$ cat src/rtl/shadow_register_restorer.sv
// shadow_register_restorer
//   Reloads the shadow register file from the machine stack frame on an
//   interrupt return. Register i is read from restore_base + i*BYTES in
//   ascending order, one D$ load at a time. When the last word is written
//   back, the unwound stack pointer is reported for one cycle.
//
// Ports
//   clk_i, rst_ni             clock, asynchronous active-low reset
//   restore_req_i/base_i      start pulse and frame base address
//   busy_o, done_o            restore in progress / one-cycle completion
//   restored_sp_o             base + NUM_SHADOW_SAVES*BYTES, valid with done_o
//   align_err_o               one-cycle pulse when the base was misaligned
//   shadow_reg_*              shadow register file write port
//   ld_*                      D$ load port (req/gnt, tag cycle, rvalid/rdata)

// Flags a start request that arrives while a restore is already running.
module shadow_register_restorer_chk (
  input logic clk,
  input logic rst_n,
  input logic busy,
  input logic restore_req
);

  a_req_while_busy: assert property (@(posedge clk) disable iff (!rst_n) !(busy && restore_req))
    else $warning("restore_req ignored while a restore is in progress");

endmodule

module shadow_register_restorer #(
  parameter int ADDR_WIDTH       = 6,
  parameter int DATA_WIDTH       = 32,
  parameter int NUM_SHADOW_SAVES = 16,
  parameter int INDEX_WIDTH      = 12,
  parameter int TAG_WIDTH        = 22
) (
  input  logic                   clk_i,
  input  logic                   rst_ni,
  input  logic                   restore_req_i,
  input  logic [DATA_WIDTH-1:0]  restore_base_i,
  output logic                   busy_o,
  output logic                   done_o,
  output logic [DATA_WIDTH-1:0]  restored_sp_o,
  output logic                   align_err_o,
  output logic                   shadow_reg_we_o,
  output logic [ADDR_WIDTH-1:0]  shadow_reg_waddr_o,
  output logic [DATA_WIDTH-1:0]  shadow_reg_wdata_o,
  output logic                   ld_req_o,
  input  logic                   ld_gnt_i,
  output logic [INDEX_WIDTH-1:0] ld_index_o,
  output logic [TAG_WIDTH-1:0]   ld_tag_o,
  output logic                   ld_tag_valid_o,
  output logic [1:0]             ld_size_o,
  input  logic                   ld_rvalid_i,
  input  logic [DATA_WIDTH-1:0]  ld_rdata_i
);

  localparam int BYTES = DATA_WIDTH / 8;
  localparam int OFF_W = $clog2(BYTES);
  localparam int PA_W  = INDEX_WIDTH + TAG_WIDTH;
  localparam logic [ADDR_WIDTH-1:0] LAST_IDX = ADDR_WIDTH'(NUM_SHADOW_SAVES - 1);
  localparam logic [DATA_WIDTH-1:0] STRIDE   = DATA_WIDTH'(BYTES);

  typedef enum logic [2:0] {
    S_IDLE = 3'd0,
    S_REQ  = 3'd1,
    S_TAG  = 3'd2,
    S_WAIT = 3'd3,
    S_DONE = 3'd4
  } state_e;

  state_e                  state_r;
  state_e                  state_s;
  logic [ADDR_WIDTH-1:0]   idx_r;
  logic [DATA_WIDTH-1:0]   addr_r;
  logic                    align_err_r;
  logic                    aligned_s;
  logic                    start_s;
  logic                    misalign_s;
  logic                    load_done_s;
  logic                    last_s;
  logic [PA_W-1:0]         pa_s;

  assign aligned_s   = (restore_base_i[OFF_W-1:0] == {OFF_W{1'b0}});
  assign start_s     = (state_r == S_IDLE) && restore_req_i && aligned_s;
  assign misalign_s  = (state_r == S_IDLE) && restore_req_i && !aligned_s;
  // A response is accepted in the tag cycle as well as in WAIT; anywhere
  // else (IDLE, REQ, DONE) a stray rvalid is dropped.
  assign load_done_s = ((state_r == S_TAG) || (state_r == S_WAIT)) && ld_rvalid_i;
  assign last_s      = (idx_r == LAST_IDX);
  // Physical address is the stack address zero-extended (or truncated) to index+tag.
  assign pa_s        = PA_W'(addr_r);
  assign align_err_o = align_err_r;
  assign ld_size_o   = 2'(OFF_W);

  // State, frame pointer and register index.
  always_ff @(posedge clk_i or negedge rst_ni) begin
    if (!rst_ni) begin
      state_r     <= S_IDLE;
      idx_r       <= {ADDR_WIDTH{1'b0}};
      addr_r      <= {DATA_WIDTH{1'b0}};
      align_err_r <= 1'b0;
    end else begin
      state_r     <= state_s;
      align_err_r <= misalign_s;
      if (start_s) begin
        addr_r <= restore_base_i;
        idx_r  <= {ADDR_WIDTH{1'b0}};
      end else if (load_done_s) begin
        // After the last word addr_r already equals the unwound stack pointer.
        addr_r <= addr_r + STRIDE;
        idx_r  <= idx_r + ADDR_WIDTH'(1);
      end
    end
  end

  // Next-state and load-port / write-port outputs.
  always_comb begin
    state_s            = state_r;
    busy_o             = 1'b0;
    done_o             = 1'b0;
    restored_sp_o      = {DATA_WIDTH{1'b0}};
    ld_req_o           = 1'b0;
    ld_index_o         = {INDEX_WIDTH{1'b0}};
    ld_tag_o           = {TAG_WIDTH{1'b0}};
    ld_tag_valid_o     = 1'b0;
    shadow_reg_we_o    = 1'b0;
    shadow_reg_waddr_o = {ADDR_WIDTH{1'b0}};
    shadow_reg_wdata_o = {DATA_WIDTH{1'b0}};

    case (state_r)
      S_IDLE: begin
        if (start_s) begin
          state_s = S_REQ;
        end else begin
          state_s = S_IDLE;
        end
      end
      S_REQ: begin
        busy_o     = 1'b1;
        ld_req_o   = 1'b1;
        ld_index_o = pa_s[INDEX_WIDTH-1:0];
        ld_tag_o   = pa_s[PA_W-1:INDEX_WIDTH];
        if (ld_gnt_i) begin
          state_s = S_TAG;
        end else begin
          state_s = S_REQ;
        end
      end
      S_TAG: begin
        busy_o         = 1'b1;
        ld_tag_valid_o = 1'b1;
        ld_tag_o       = pa_s[PA_W-1:INDEX_WIDTH];
        if (ld_rvalid_i) begin
          state_s = last_s ? S_DONE : S_REQ;
        end else begin
          state_s = S_WAIT;
        end
      end
      S_WAIT: begin
        busy_o = 1'b1;
        if (ld_rvalid_i) begin
          state_s = last_s ? S_DONE : S_REQ;
        end else begin
          state_s = S_WAIT;
        end
      end
      S_DONE: begin
        busy_o        = 1'b1;
        done_o        = 1'b1;
        restored_sp_o = addr_r;
        state_s       = S_IDLE;
      end
      default: begin
        state_s = S_IDLE;
      end
    endcase

    if (load_done_s) begin
      shadow_reg_we_o    = 1'b1;
      shadow_reg_waddr_o = idx_r;
      shadow_reg_wdata_o = ld_rdata_i;
    end else begin
      shadow_reg_we_o    = 1'b0;
      shadow_reg_waddr_o = {ADDR_WIDTH{1'b0}};
      shadow_reg_wdata_o = {DATA_WIDTH{1'b0}};
    end
  end

  shadow_register_restorer_chk u_chk (
    .clk         (clk_i),
    .rst_n       (rst_ni),
    .busy        (busy_o),
    .restore_req (restore_req_i)
  );

endmodule
$ cat config.mk
export PLATFORM = sky130hd
export DESIGN_NAME = shadow_register_restorer
export DESIGN_NICKNAME = d
export VERILOG_FILES = /design/src/rtl/shadow_register_restorer.sv
export SDC_FILE = /design/constraint.sdc
export NUM_CORES = 1
export LEC_CHECK = 0
export BUFFER_PORTS_ARGS = -buffer_cell sky130_fd_sc_hd__buf_2
export CORE_MARGIN = 1.5
export CORE_UTILIZATION = 44
export DETAILED_ROUTE_END_ITERATION = 6
export GPL_TIMING_DRIVEN = 0
export PLACE_DENSITY = 0.91
export RECOVER_POWER = 100
export SYNTH_ARGS = -nofsm -noshare
export SYNTH_HDL_FRONTEND = slang
export SYNTH_SLANG_ARGS = --single-unit
$ cat constraint.sdc
create_clock -name clk_i -period 2.44 [get_ports clk_i]
set_input_delay 0.488 -clock clk_i [delete_from_list [all_inputs] [get_ports clk_i]]
set_output_delay 0.488 -clock clk_i [all_outputs]
set_load 0.01 [all_outputs]
Word level (Yosys, flattened, before mapping)
Cells that the tools add are included.

Register bits: 42. Bits of input ports: 69. Output and inout port bits: 112. Word-level logic and storage cells: 42.

Reductions and logical operators: 12. Add/subtract/negate cells: 2. Eq/ne operators: 5. Muxes and demuxes: 19.

Operators with widths (number): $mux 32 (4); $add 32x3->32 const B (1); $mux 20 (1); $mux 6 (3); $mux 12 (1); $pmux 3 s3 (1); $add 6x1->6 const B (1); $eq 3x2->1 const B (2); $eq 6x4->1 const B (1); $mux 1 (6); $mux 3 (2); $logic_and 1x1->1 (4); $reduce_or 2->1 (2); $reduce_or 4->1 (1); $eq 3x1->1 const B (1); $eq 3x3->1 const B (1); $logic_not 3->1 (1); $logic_not 2->1 (1); $mux 2 (1); $reduce_bool 2->1 (1); $logic_not 1->1 (1); $logic_or 1x1->1 (1).

Depth between registers and ports, before layout
Depth in word-level cells: 5. Mapped depth: 7. Depth with buffers taken out: 6.

Worst setup path before layout
No wires, ideal clock.

Path type: register -> output. From: register state_r[2]. To: output ld_tag_o[0]. Slack: 508 ps. Data arrival time: 1444 ps. Buffers on the path: 2. Data required time: 1952 ps. Cell stages (with the launch flop): 6. Cell sequence: dfrtp_1 -> clkbuf_1 -> nor3b_1 -> nor2_1 -> clkbuf_1 -> nor2b_1.

Longest elaborated chain between the ends: 3. Elaborated cells on any way between the ends: 4. Classes of those cells: eq/ne: 2; mux: 1; reduce/logical: 1.

Ends and longest elaborated chain: start: declaration (RTL line 71) `state_e state_r;`; start signal: assignment (RTL line 103) `state_r <= state_s;`; $eq 3x2->1 / $eq 3x1->1 (equally long branches) (RTL line 130) `case (state_r)`; $reduce_or 2->1 (no line) (*); $mux 20 (*) (RTL line 130); end: declaration (RTL line 50) `output logic [TAG_WIDTH-1:0] ld_tag_o,`.

Every way passes the cells marked *; elsewhere a longest branch is shown, timed or not.

Worst setup path in the final report
From: register state_r[2]. To: output ld_tag_o[9].

The elaborated chain is that of the path after synthesis.

==> impl_metrics.py <==
metrics = {
    "power": {
        "p_leak_nw": 1.935,
        "intPower_mw": 1.974,
        "pwr-share-seq_pct": 36.9,
        "comb_power_share_pct": 49.9,
        "p_sw_mw": 1.712,
        "p_sw_share_pct": 46.45,
        "clockPowerShare_pct": 13.1,
        "irDropWorstVdd_mv": 0.4046,
        "powerDensity_nw_per_um2": 917.6,
    },
    "setup_path": {
        "endpoint_kind": "output port",
        "worst-r2r-cell-count": 7,
        "critPathRequiredTime_ns": 1.95,
        "path_class": "flip-flop to output port",
        "cp_slowest_cell": "dfrtp_1",
        "critPathArrivalTime_ns": 1.84,
        "worstPathMaxFanout": 10,
        "crit_chain": "buf_2 > nor3b_4 > nor2_1 > clkbuf_2 > nor2b_1 > clkbuf_1",
        "max_stage_delay_ns": 0.44,
        "startpoint_type": "flip-flop",
    },
    "placed_design": {
        "finalWeightedCongestion": 0.8729,
        "port_buffers": 176,
        "dp_hpwl_um": 7611,
    },
    "logic_synthesis": {
        "synthesis.area_sq_um": 2999,
        "synthCells": 367,
        "ys_seq_area_share_pct": 35.04,
        "synth_area_per_cell_sq_um": 8.172,
        "synth_compound_area_share_pct": 7.927,
        "synth_mux_area_share_pct": 0.3755,
        "ys_ff_latch": 42,
        "yosysUniqueCellTypes": 36,
        "yosysWarningCount": 0,
        "synth_adder_area_share_pct": 0.8344,
        "synth-simple-area-share_pct": 41.89,
        "synth_top_family_by_area": "simple AND/OR/NAND/NOR gates",
        "synth_xor_xnor_area_share_pct": 7.885,
    },
    "routing": {
        "dr_total_vias": 3333,
        "routed_wl_um": 9961,
        "viasPerCell": 5.274,
        "dr.pass1.iters": 6,
        "wire_per_inst_um": 15.76,
        "drt_iter0_drc": 165,
        "ant_nets": 0,
        "drc_errors": 10,
    },
    "min_path": {
        "min_path_type": "input port to async pin",
    },
    "timing": {
        "holdWs_ns": 0.3657,
        "max_freq_ghz": 0.4299,
        "setup_viol": 0,
        "rsz0062_at_grt": "false",
        "period_minus_slack_ns": 2.326,
        "finClkSkew_ns": 0.009169,
        "finalHoldViolCount": 0,
        "slew_headroom_pct": 29.03,
        "tightest_slew_ns": 1.064,
        "period_share_pct": 95.33,
        "slew_violations": 0,
    },
    "clocking": {
        "cts_hold_buffers": 0,
        "numClockSinks": 42,
        "cts_max_path_buffers": 2,
        "cts-root-buf": "clkbuf_8",
        "clk_pin_slew_ns": 0.09,
        "insertion_delay_ns": 0.30,
        "cts_htree_levels": 2,
        "numCtsBuffers": 5,
        "cts_tree": "yes",
    },
    "floorplan": {
        "initial_core_util_pct": 46.44,
        "die_h_um": 85.56,
        "io_pins": 181,
        "die-area_sq_um": 7321,
        "die_x_um": 85.56,
        "core_sq_um": 6459,
        "fp-row-count": 29,
    },
    "final_layout": {
        "antenna_cells": 0,
        "fillCellCount": 615,
        "area_delta_synth_final_pct": 33.92,
        "nets": 625,
        "utilization_pct": 62.19,
        "drive_above_1_share_pct": 24.68,
    },
    "grt": {
        "grt_usage_pct": 26.44,
        "antenna_found_initial": 0,
        "grt_pass1_wl_um": 15170,
        "grt_overflow": 0,
        "grt_pass1_vias": 3060,
        "grt_max_degree": 43,
    },
    "outcome": {
        "violations": "design-rule violations",
        "status": "finished, violations left",
    },
    "run": {
        "maxCapViolCount": 0,
    },
}
worst max-delay path: cells and delay by family (launching register included):
family                 cells  cell delay [ns]
AND/OR/NAND/NOR            3             0.47
flip-flops                 1             0.44
buffers and inverters      3             0.63
layer usage:
layer,routed length [um],vias to the layer above,track usage (%),part of all wire [%]
met3,799,10,4.620,8.0
met4,104,0,7.771,1.0
li1,-,1615,-,-
met2,5166,155,48.10,52
met5,0,-,0,0
met1,3890,1553,31.91,39
worst paths after layout:
kind | to | slack, ns | from
max in group asynchronous | addr_r[0] | 1.41 | rst_ni
worst min register to register | addr_r[1] | 0.54 | addr_r[1]
worst max-delay path | ld_tag_o[9] | 0.11 | state_r[2]
worst max register to register | addr_r[25] | 0.14 | state_r[1]
min in group clk_i | addr_r[19] | 0.39 | restore_base_i[19]
worst min-delay path | addr_r[10] | 0.37 | rst_ni
per-stage QoR:
stage / power [mW] / setup slack [ns] / setup TNS [ns] / instance area (sq um) / instances
after floorplan: 2.429 / 0.5077 / 0 / 3007 / 369
after global placement: 3.099 / 0.05097 / 0 / 3984 / 622
after detailed placement: 3.177 / -0.003065 / -0.003065 / 3984 / 622
after CTS: 3.690 / 0.006702 / 0 / 4101 / 630
after global routing: 3.963 / 0.01467 / 0 / 4016 / 632
final: 3.685 / 0.1139 / 0 / 4016 / 632
power groups by stage:
stage                     clock (mW)  combinational [mW]  sequential [mW]
after floorplan                    0                1.18             1.25
after global placement             0                1.76             1.34
after detailed placement           0                1.82             1.36
after CTS                      0.492                1.85             1.34
after global routing           0.519                2.03             1.41
final                          0.484                1.84             1.36
registers in the layout, summed over array words and instances (netlist names):
register / flops
addr_r: 32
idx_r: 6
state_r: 3
align_err_o: 1
cell usage after synthesis, drive strengths merged:
cell type	number	area, sq um
buf	13	98.84
a21oi	13	65.06
nor3	13	95.09
o211ai	1	7.510
nand4	13	87.58
conb	2	7.510
xnor2	10	87.58
a22oi	1	7.510
inv	4	15.01
xor2	17	148.9
or4	1	7.510
nor4	2	18.77
and4	1	8.760
ha	2	25.02
or4b	1	13.76
nand3	13	65.06
nor2b	18	112.6
nand2	28	105.1
or3	2	12.51
nand3b	1	11.26
a311oi	6	52.55
dfrtp	42	1051
and3	35	219.0
o21ai	15	75.07
and2	55	344.1
nor2	33	123.9
nor3b	3	22.52
nand4b	1	8.760
mux2	1	11.26
clkbuf	16	60.06
a211oi	4	30.03
cell families after synthesis:
family,Yosys count
other cells,2
xor+xnor,27
flops,42
buf+inv,33
compound gates,40
fa+ha+maj,2
simple gates,220
mux,1
timing repair:
| item | CTS | global route |
|---|---|---|
| endpoints found under the setup margin | 52 | 83 |
| gates resized for setup | 9 | 13 |
| pin swaps | 0 | 0 |
| buffers inserted | 0 | 2 |
cells in the final DEF, fill, tap and decap left out, types with 2 or more instances in the layout:
cell type  synthesis  layout
buf_2              4      97
a311oi_1           6       6
nor3_2             6       3
nand4_1           12      12
dfrtp_1           42      42
nor3_1             7      10
buf_6              3       3
nand2_1           28      28
nor2b_1           18      18
and2_1            55      41
clkbuf_8           0       6
or3_1              2       2
clkbuf_2           0      12
nand3_1           13      13
inv_1              4       4
and3_1            35      35
a21oi_1           13      13
xnor2_1           10      10
buf_4              6       6
xor2_1            17      17
o21ai_0           15      15
nor3b_4            0       2
conb_1             2       4
nor2_1            33      32
ha_1               2       2
and2_0             0      14
a211oi_1           4       4
clkbuf_1          16      89
area by class of cell:
type	instances	area [sq um]	area share, %
Timing Repair Buffer	178	794.5	19.78
Sequential cell	42	1051	26.17
Clock buffer	6	82.58	2.056
Buffer	29	163.9	4.081
Inverter	4	15.01	0.3738
Tap cell	77	96.34	2.399
Clock inverter	2	12.51	0.3115
Multi-Input combinational cell	294	1800	44.83
(Power assumes the default switching activity.)
